### src/rtl/alu_pkg.sv
`default_nettype none
// ============================================================================
// Module   : alu_pkg
// Desc     : Opcode/state encodings and opcode-class helpers for alu_mc.
// Revision : 1.0 - initial release
// ============================================================================
package alu_pkg;

    typedef enum logic [4:0] {
        ALU_ADD    = 5'd0,  ALU_SUB    = 5'd1,  ALU_SLT   = 5'd2,  ALU_SLTU  = 5'd3,
        ALU_XOR    = 5'd4,  ALU_OR     = 5'd5,  ALU_AND   = 5'd6,  ALU_SLL   = 5'd7,
        ALU_SRL    = 5'd8,  ALU_SRA    = 5'd9,  ALU_MUL   = 5'd10, ALU_MULH  = 5'd11,
        ALU_MULHSU = 5'd12, ALU_MULHU  = 5'd13, ALU_DIV   = 5'd14, ALU_DIVU  = 5'd15,
        ALU_REM    = 5'd16, ALU_REMU   = 5'd17
    } alu_op_e;

    typedef enum logic [1:0] {
        IDLE = 2'd0,
        ITER = 2'd1,
        FIX  = 2'd2,
        DONE = 2'd3
    } alu_state_e;

    function automatic logic is_mul(input logic [4:0] op);
        return op inside {ALU_MUL, ALU_MULH, ALU_MULHSU, ALU_MULHU};
    endfunction

    function automatic logic is_div(input logic [4:0] op);
        return op inside {ALU_DIV, ALU_DIVU, ALU_REM, ALU_REMU};
    endfunction

    // Operand A interpreted as signed.
    function automatic logic is_signed_op(input logic [4:0] op);
        return op inside {ALU_MULH, ALU_MULHSU, ALU_DIV, ALU_REM};
    endfunction

    function automatic logic is_signed_b(input logic [4:0] op);
        return op inside {ALU_MULH, ALU_DIV, ALU_REM};
    endfunction

endpackage
`default_nettype wire

### src/rtl/alu_div_iter.sv
`default_nettype none
// ============================================================================
// Module   : alu_div_iter
// Desc     : Unsigned restoring radix-2 divider, one quotient bit per cycle.
// Revision : 1.0 - initial release
// ============================================================================
module alu_div_iter #(
    parameter int WIDTH = 32
) (
    input  logic             i_clk,
    input  logic             i_rst_n,
    input  logic             i_start,
    input  logic [WIDTH-1:0] i_dividend,
    input  logic [WIDTH-1:0] i_divisor,
    output logic             o_done,
    output logic [WIDTH-1:0] o_quotient,
    output logic [WIDTH-1:0] o_remainder
);

    localparam int                 c_CNT_W = $clog2(WIDTH);
    localparam logic [c_CNT_W-1:0] c_LAST  = c_CNT_W'(WIDTH - 1);

    logic [WIDTH-1:0]   r_quot;
    logic [WIDTH-1:0]   r_rem;
    logic [WIDTH-1:0]   r_div;
    logic [c_CNT_W-1:0] r_cnt;
    logic               r_busy;
    logic [WIDTH:0]     w_trial;
    logic [WIDTH:0]     w_diff;

    // The quotient register doubles as the dividend shifter.
    assign w_trial = {r_rem, r_quot[WIDTH-1]};
    assign w_diff  = w_trial - {1'b0, r_div};

    always_ff @(posedge i_clk or negedge i_rst_n) begin
        if (!i_rst_n) begin
            r_quot <= '0;
            r_rem  <= '0;
            r_div  <= '0;
            r_cnt  <= '0;
            r_busy <= 1'b0;
        end else if (i_start) begin
            r_quot <= i_dividend;
            r_rem  <= '0;
            r_div  <= i_divisor;
            r_cnt  <= '0;
            r_busy <= 1'b1;
        end else if (r_busy) begin
            if (!w_diff[WIDTH]) begin
                r_rem  <= w_diff[WIDTH-1:0];
                r_quot <= {r_quot[WIDTH-2:0], 1'b1};
            end else begin
                r_rem  <= w_trial[WIDTH-1:0];
                r_quot <= {r_quot[WIDTH-2:0], 1'b0};
            end
            r_cnt <= r_cnt + 1'b1;
            if (r_cnt == c_LAST) begin
                r_busy <= 1'b0;
            end
        end
    end

    assign o_done      = r_busy & (r_cnt == c_LAST);
    assign o_quotient  = r_quot;
    assign o_remainder = r_rem;

endmodule
`default_nettype wire

### src/rtl/alu_mc.sv
`default_nettype none
// ============================================================================
// Module   : alu_mc
// Desc     : Multi-cycle RV32IM-style ALU with valid/ready on both sides.
//            Define ALU_MC_FAST_MUL_EN for a single-cycle registered multiplier.
// Revision : 1.0 - initial release
// ============================================================================
module alu_mc
    import alu_pkg::*;
#(
    parameter int WIDTH = 32
) (
    input  logic             i_clk,
    input  logic             i_rst_n,
    input  logic             i_valid,
    output logic             o_ready,
    input  logic [WIDTH-1:0] i_op_a,
    input  logic [WIDTH-1:0] i_op_b,
    input  logic [4:0]       i_alu_op,
    input  logic             i_kill,
    output logic             o_valid,
    input  logic             i_ready,
    output logic [WIDTH-1:0] o_alu_data,
    output logic             o_busy
);

    localparam int c_SHW = $clog2(WIDTH);

    alu_state_e        r_state;
    alu_state_e        w_state_nxt;
    logic              w_accept;
    logic              w_go_iter;
    logic              w_iter_done;
    logic              w_sa;
    logic              w_sb;
    logic [WIDTH-1:0]  w_mag_a;
    logic [WIDTH-1:0]  w_mag_b;
    logic [c_SHW-1:0]  w_shamt;
    logic [WIDTH-1:0]  w_basic_res;
    logic [WIDTH-1:0]  w_fix_res;
    logic              w_div_done;
    logic [WIDTH-1:0]  w_quot;
    logic [WIDTH-1:0]  w_rem;

    logic [4:0]        r_op;
    logic [WIDTH-1:0]  r_op_a;
    logic              r_b_zero;
    logic              r_neg_q;
    logic              r_neg_r;
    logic [WIDTH-1:0]  r_result;

    assign w_accept = i_valid & o_ready & ~i_kill;
    assign w_sa     = is_signed_op(i_alu_op) & i_op_a[WIDTH-1];
    assign w_sb     = is_signed_b(i_alu_op) & i_op_b[WIDTH-1];
    assign w_mag_a  = w_sa ? -i_op_a : i_op_a;
    assign w_mag_b  = w_sb ? -i_op_b : i_op_b;
    assign w_shamt  = i_op_b[c_SHW-1:0];

`ifdef ALU_MC_FAST_MUL_EN
    logic [2*WIDTH-1:0] w_fa;
    logic [2*WIDTH-1:0] w_fb;
    logic [2*WIDTH-1:0] w_fprod;

    // Sign-extended to 2*WIDTH: the low 2*WIDTH product bits match a (WIDTH+1)-bit signed multiply.
    assign w_fa        = {{WIDTH{w_sa}}, i_op_a};
    assign w_fb        = {{WIDTH{w_sb}}, i_op_b};
    assign w_fprod     = w_fa * w_fb;
    assign w_go_iter   = is_div(i_alu_op);
    assign w_iter_done = w_div_done;
`else
    localparam logic [c_SHW-1:0] c_LAST = c_SHW'(WIDTH - 1);

    logic [WIDTH-1:0]   r_acc_hi;
    logic [WIDTH-1:0]   r_acc_lo;
    logic [WIDTH-1:0]   r_mcand;
    logic [c_SHW-1:0]   r_cnt;
    logic [WIDTH:0]     w_msum;
    logic [2*WIDTH-1:0] w_prod;

    // Shift-add on magnitudes; multiplier enters in the low half and is shifted out.
    assign w_msum      = {1'b0, r_acc_hi} + (r_acc_lo[0] ? {1'b0, r_mcand} : '0);
    assign w_prod      = r_neg_q ? -{r_acc_hi, r_acc_lo} : {r_acc_hi, r_acc_lo};
    assign w_go_iter   = is_div(i_alu_op) | is_mul(i_alu_op);
    assign w_iter_done = is_div(r_op) ? w_div_done : (r_cnt == c_LAST);

    always_ff @(posedge i_clk or negedge i_rst_n) begin
        if (!i_rst_n) begin
            r_acc_hi <= '0;
            r_acc_lo <= '0;
            r_mcand  <= '0;
            r_cnt    <= '0;
        end else if (w_accept) begin
            r_acc_hi <= '0;
            r_acc_lo <= w_mag_b;
            r_mcand  <= w_mag_a;
            r_cnt    <= '0;
        end else if (r_state == ITER) begin
            {r_acc_hi, r_acc_lo} <= {w_msum, r_acc_lo[WIDTH-1:1]};
            r_cnt                <= r_cnt + 1'b1;
        end
    end
`endif

    alu_div_iter #(.WIDTH(WIDTH)) u_div (
        .i_clk       (i_clk),
        .i_rst_n     (i_rst_n),
        .i_start     (w_accept & is_div(i_alu_op)),
        .i_dividend  (w_mag_a),
        .i_divisor   (w_mag_b),
        .o_done      (w_div_done),
        .o_quotient  (w_quot),
        .o_remainder (w_rem)
    );

    always_comb begin
        w_basic_res = '0;
        case (i_alu_op)
            ALU_ADD:  w_basic_res = i_op_a + i_op_b;
            ALU_SUB:  w_basic_res = i_op_a - i_op_b;
            ALU_SLT:  w_basic_res = {{(WIDTH-1){1'b0}}, ($signed(i_op_a) < $signed(i_op_b))};
            ALU_SLTU: w_basic_res = {{(WIDTH-1){1'b0}}, (i_op_a < i_op_b)};
            ALU_XOR:  w_basic_res = i_op_a ^ i_op_b;
            ALU_OR:   w_basic_res = i_op_a | i_op_b;
            ALU_AND:  w_basic_res = i_op_a & i_op_b;
            ALU_SLL:  w_basic_res = i_op_a << w_shamt;
            ALU_SRL:  w_basic_res = i_op_a >> w_shamt;
            ALU_SRA:  w_basic_res = $signed(i_op_a) >>> w_shamt;
`ifdef ALU_MC_FAST_MUL_EN
            ALU_MUL:                         w_basic_res = w_fprod[WIDTH-1:0];
            ALU_MULH, ALU_MULHSU, ALU_MULHU: w_basic_res = w_fprod[2*WIDTH-1:WIDTH];
`endif
            default:  w_basic_res = '0;
        endcase
    end

    // Divide-by-zero and sign correction are resolved here; MIN/-1 falls out naturally.
    always_comb begin
        w_fix_res = '0;
        case (r_op)
            ALU_DIV, ALU_DIVU: w_fix_res = r_b_zero ? '1 : (r_neg_q ? -w_quot : w_quot);
            ALU_REM, ALU_REMU: w_fix_res = r_b_zero ? r_op_a : (r_neg_r ? -w_rem : w_rem);
`ifndef ALU_MC_FAST_MUL_EN
            ALU_MUL:                         w_fix_res = w_prod[WIDTH-1:0];
            ALU_MULH, ALU_MULHSU, ALU_MULHU: w_fix_res = w_prod[2*WIDTH-1:WIDTH];
`endif
            default:           w_fix_res = '0;
        endcase
    end

    always_ff @(posedge i_clk or negedge i_rst_n) begin
        if (!i_rst_n) begin
            r_op     <= '0;
            r_op_a   <= '0;
            r_b_zero <= 1'b0;
            r_neg_q  <= 1'b0;
            r_neg_r  <= 1'b0;
            r_result <= '0;
        end else if (w_accept) begin
            r_op     <= i_alu_op;
            r_op_a   <= i_op_a;
            r_b_zero <= (i_op_b == '0);
            r_neg_q  <= w_sa ^ w_sb;
            r_neg_r  <= w_sa;
            if (!w_go_iter) begin
                r_result <= w_basic_res;
            end
        end else if ((r_state == FIX) && !i_kill) begin
            r_result <= w_fix_res;
        end
    end

    always_ff @(posedge i_clk or negedge i_rst_n) begin
        if (!i_rst_n) begin
            r_state <= IDLE;
        end else begin
            r_state <= w_state_nxt;
        end
    end

    always_comb begin
        w_state_nxt = r_state;
        if (i_kill) begin
            w_state_nxt = IDLE;
        end else begin
            case (r_state)
                IDLE: if (w_accept) w_state_nxt = w_go_iter ? ITER : DONE;
                ITER: if (w_iter_done) w_state_nxt = FIX;
                FIX:  w_state_nxt = DONE;
                DONE: begin
                    if (w_accept)     w_state_nxt = w_go_iter ? ITER : DONE;
                    else if (i_ready) w_state_nxt = IDLE;
                end
                default: w_state_nxt = IDLE;
            endcase
        end
    end

    always_comb begin
        o_ready = 1'b0;
        o_valid = 1'b0;
        o_busy  = 1'b0;
        case (r_state)
            IDLE:      o_ready = 1'b1;
            ITER, FIX: o_busy  = 1'b1;
            DONE: begin
                o_valid = 1'b1;
                o_ready = i_ready;
            end
            default: ;
        endcase
    end

    assign o_alu_data = r_result;

endmodule
`default_nettype wire

### config.mk
export PLATFORM = sky130hd
export DESIGN_NAME = alu_mc
export DESIGN_NICKNAME = d
export VERILOG_FILES = /design/src/rtl/alu_pkg.sv /design/src/rtl/alu_div_iter.sv /design/src/rtl/alu_mc.sv
export SDC_FILE = /design/constraint.sdc
export NUM_CORES = 2
export LEC_CHECK = 0
export ABC_AREA = 1
export ABC_CLOCK_PERIOD_IN_PS = 3500
export BUFFER_PORTS_ARGS = -buffer_cell sky130_fd_sc_hd__clkbuf_2
export CELL_PAD_IN_SITES_DETAIL_PLACEMENT = 1
export CELL_PAD_IN_SITES_GLOBAL_PLACEMENT = 1
export CORE_UTILIZATION = 45
export DETAILED_ROUTE_END_ITERATION = 6
export HOLD_SLACK_MARGIN = 0.06
export PLACE_DENSITY_LB_ADDON = 0.1
export SYNTH_ARGS = -nofsm -noshare
export SYNTH_HDL_FRONTEND = slang
export SYNTH_SLANG_ARGS = --single-unit
### constraint.sdc
create_clock -name i_clk -period 3.5 [get_ports i_clk]
set_input_delay 0.35 -clock i_clk [delete_from_list [all_inputs] [get_ports i_clk]]
set_output_delay 0.35 -clock i_clk [all_outputs]
set_load 0.02 [all_outputs]
==> metrics.cfg <==
[drt]
ant_nets=0
drt_iter0_markers=5853
drc=7
via_per_inst=6.48
route.final.wire_length_um=202000
wire_per_inst_um=29.6
dr_total_vias=44100
first_pass_iters=7

[global_route]
antenna_found_initial=19
grt_max_degree=128
grt_pass1_wl_um=292000
first_global_vias=44000
grt_overflow_total=0
grt_usage=0.537

[place]
postPlaceCellArea_mm2=0.0349
place_hpwl_um=156000
place.gp.congestion=1.08
io_buffers=108

[layout]
final_area_mm2=0.0363
fin_util=0.509
fillCellCount=10300
drive_above_1_share=0.0724
num-nets-final=6066
area_growth_pct=12.0

[synthesis]
syn_nets=5931
syn_inst=5676
synth_edf_count=0
ys_top_cells_by_count=1896 x nand2_1, 638 x nand3_1, 633 x nor2_1, 624 x inv_1, 367 x o21ai_0
yosysSeqAreaShare=0.213
synth_top_area_cell=nand2_1
syn_area_per_cell_um2=5.71
synth_most_common_cell=nand2_1
synthFlopType=dfrtp_1
synth_top_cell_area_share=0.220
ys_ff_latch=276
syn_area_mm2=0.0324
synth-async-reset-ratio=1.00
ys_warn_count=0
ys_types=52
synth.top_cells.by_area=nand2_1 22%, dfrtp_1 21%, nand3_1 9.9%

[timing]
setup_tns_ps=0
finalSetupViolations=0
hold_viol_final=0
max-slew-margin-rel=0.0322
timing.fmax_mhz=287
period_share=0.996
tightest_slew_ps=1450
drv_slew=0
fin_skew_ps=43.9
rsz0062_at_grt=false
layout_min_cycle_time_ps=3480

[min_path]
hold_class=in -> reg

[setup_path]
path_common_cell=nand2_1
critPathArrivalTime_ps=3960
crit_fanout=6
criticalPathCategory=reg -> reg
critPathSlowestCell=dfrtp_1
path_cells=inv_1 -> ha_1 -> nand2_1 -> inv_1 -> nand2_1 -> nor2_1 -> nand3_1 -> nand2_1 -> nand2_1 -> nand3_1 -> nand2_1 -> o21ai_0 -> nand2_1 -> nand2_1 -> nand2_1
start_kind=register
critical_path_depth=15
ff2ff_path_depth=15
path_buf_inv=2
r2r_slack_ps=20
endpoint=o_alu_data[28]
critPathTopFamily=simple AND/OR/NAND/NOR gates
cp.required_ps=3970
cp-end-kind=register
cp-startpoint=r_acc_lo[0]
rr_endpoint=o_alu_data[28]
cp_slowest_stage_delay_ps=530
r2r_start=r_acc_lo[0]

[floorplan]
core_area_mm2=0.0714
start_util=0.454
ioPinCount=109
placementRows=98
die_y_um=270
fp.dieW_um=270
dieArea_mm2=0.0731

[run]
cap_viol_max_count=0

[clocking]
path_clk_slew_ps=60
clkLatencyLatePin_ps=620
cts_max_path_buffers=3
cts-root-buf=clkbuf_16
numCtsBuffers=39
cts_max_level=2
cts_setup_buffers=0
cts_tree=built
cts_sinks=276

[run_status]
failed_checks=DRC
status=complete, but fails checks

[pwr]
power-per-cell-area_mw_per_mm2=831
leakagePower_uw=0.0190
irDropWorstVdd_mv=0.791

[cells by family (layout without fill, tap and decap cells)]
group,after synthesis,after routing,share of synthesized area
DFF,276,276,0.213
buffers and inverters,860,1024,0.104
muxes,1,1,0.000309
AOI/OAI and AO/OA,879,879,0.154
adders and majority gates,181,181,0.0708
and+or+nand+nor,3387,3387,0.433
xor gates and xnor gates,92,92,0.0249
other,0,8,0
[worst min-delay path, stage by stage]
cell,delay [ps]
clkbuf_2,90
inv_1,70
o21ai_0,90
[layer usage]
layer	routed length, µm	global-route usage	vias up
met1	71500	0.621	21100
met5	122	0	-
met4	22000	0.471	20
met3	24000	0.161	1091
met2	84000	0.807	3108
li1	-	-	18800
[cell type report]
cell class	instances	area [µm²]	share of cell area
antenna	8	20.0	0.000551
clock buffer	52	1100	0.0302
clock inverter	18	279	0.00768
inverter	646	2430	0.0669
multi-input combinational	4540	22200	0.610
sequential	276	6910	0.190
tap	950	1190	0.0327
timing repair buffer	308	2230	0.0614
[timing repair]
action,CTS,global route
resized for setup,0,4
hold buffers,1,0
endpoints found under the hold margin,75,0
setup endpoints to repair,0,6
[flip-flops by register name (all words and copies together) (netlist names), 5 cells and up]
name and count:
r_acc_hi 32, r_op_a 31, r_mcand 32, u_div.r_cnt 5
o_alu_data 32, r_acc_lo 32, u_div.o_quotient 32, r_op 5
u_div.o_remainder 32, r_cnt 5, u_div.r_div 32
[where the power goes]
part	internal, µW	switching (µW)	leakage [µW]
clock network	2660	1900	0.000667
registers	4590	1970	0.00347
logic	5340	13700	0.0149
[per-stage QoR]
| step | instances | setup slack [ps] | total power [µW] | hold slack, ps |
|---|---|---|---|---|
| 2_1_floorplan | 5676 | 836 | 17000 | 54.4 |
| 3_3_place_gp | 6719 | 221 | 22800 | 413 |
| 3_5_place_dp | 6719 | 299 | 23900 | 422 |
| 4_1_cts | 6790 | 110 | 28900 | 71.5 |
| 5_1_grt | 6792 | 4.41 | 31200 | 92.1 |
| 6_report | 6798 | 15.2 | 30200 | 67.8 |
[cell usage in the layout, fill, tap and decap left out, types with 17 or more instances in the layout]
cell type / count
a21o_1: 17
a21oi_1: 260
buf_4: 185
clkbuf_16: 40
clkbuf_2: 107
dfrtp_1: 275
ha_1: 177
inv_1: 623
nand2_1: 1894
nand3_1: 638
nand4_1: 72
nor2_1: 631
nor3_1: 72
o211ai_1: 62
o21ai_0: 365
o21ai_1: 17
o21bai_1: 23
o221ai_1: 39
o22ai_1: 53
xnor2_1: 21
xor2_1: 71
[worst min-delay path by stage]
stage                     startpoint         endpoint  cells after the start
after floorplan              i_rst_n    o_alu_data[0]                      0
after global placement       i_rst_n  u_div.r_div[29]                      1
after detailed placement     i_rst_n  u_div.r_div[25]                      1
after CTS                 i_op_a[13]       r_op_a[13]                      3
after global routing      i_op_a[13]       r_op_a[13]                      3
final                     i_op_a[13]       r_op_a[13]                      3
No activity file was read; power rests on OpenSTA's default activity.
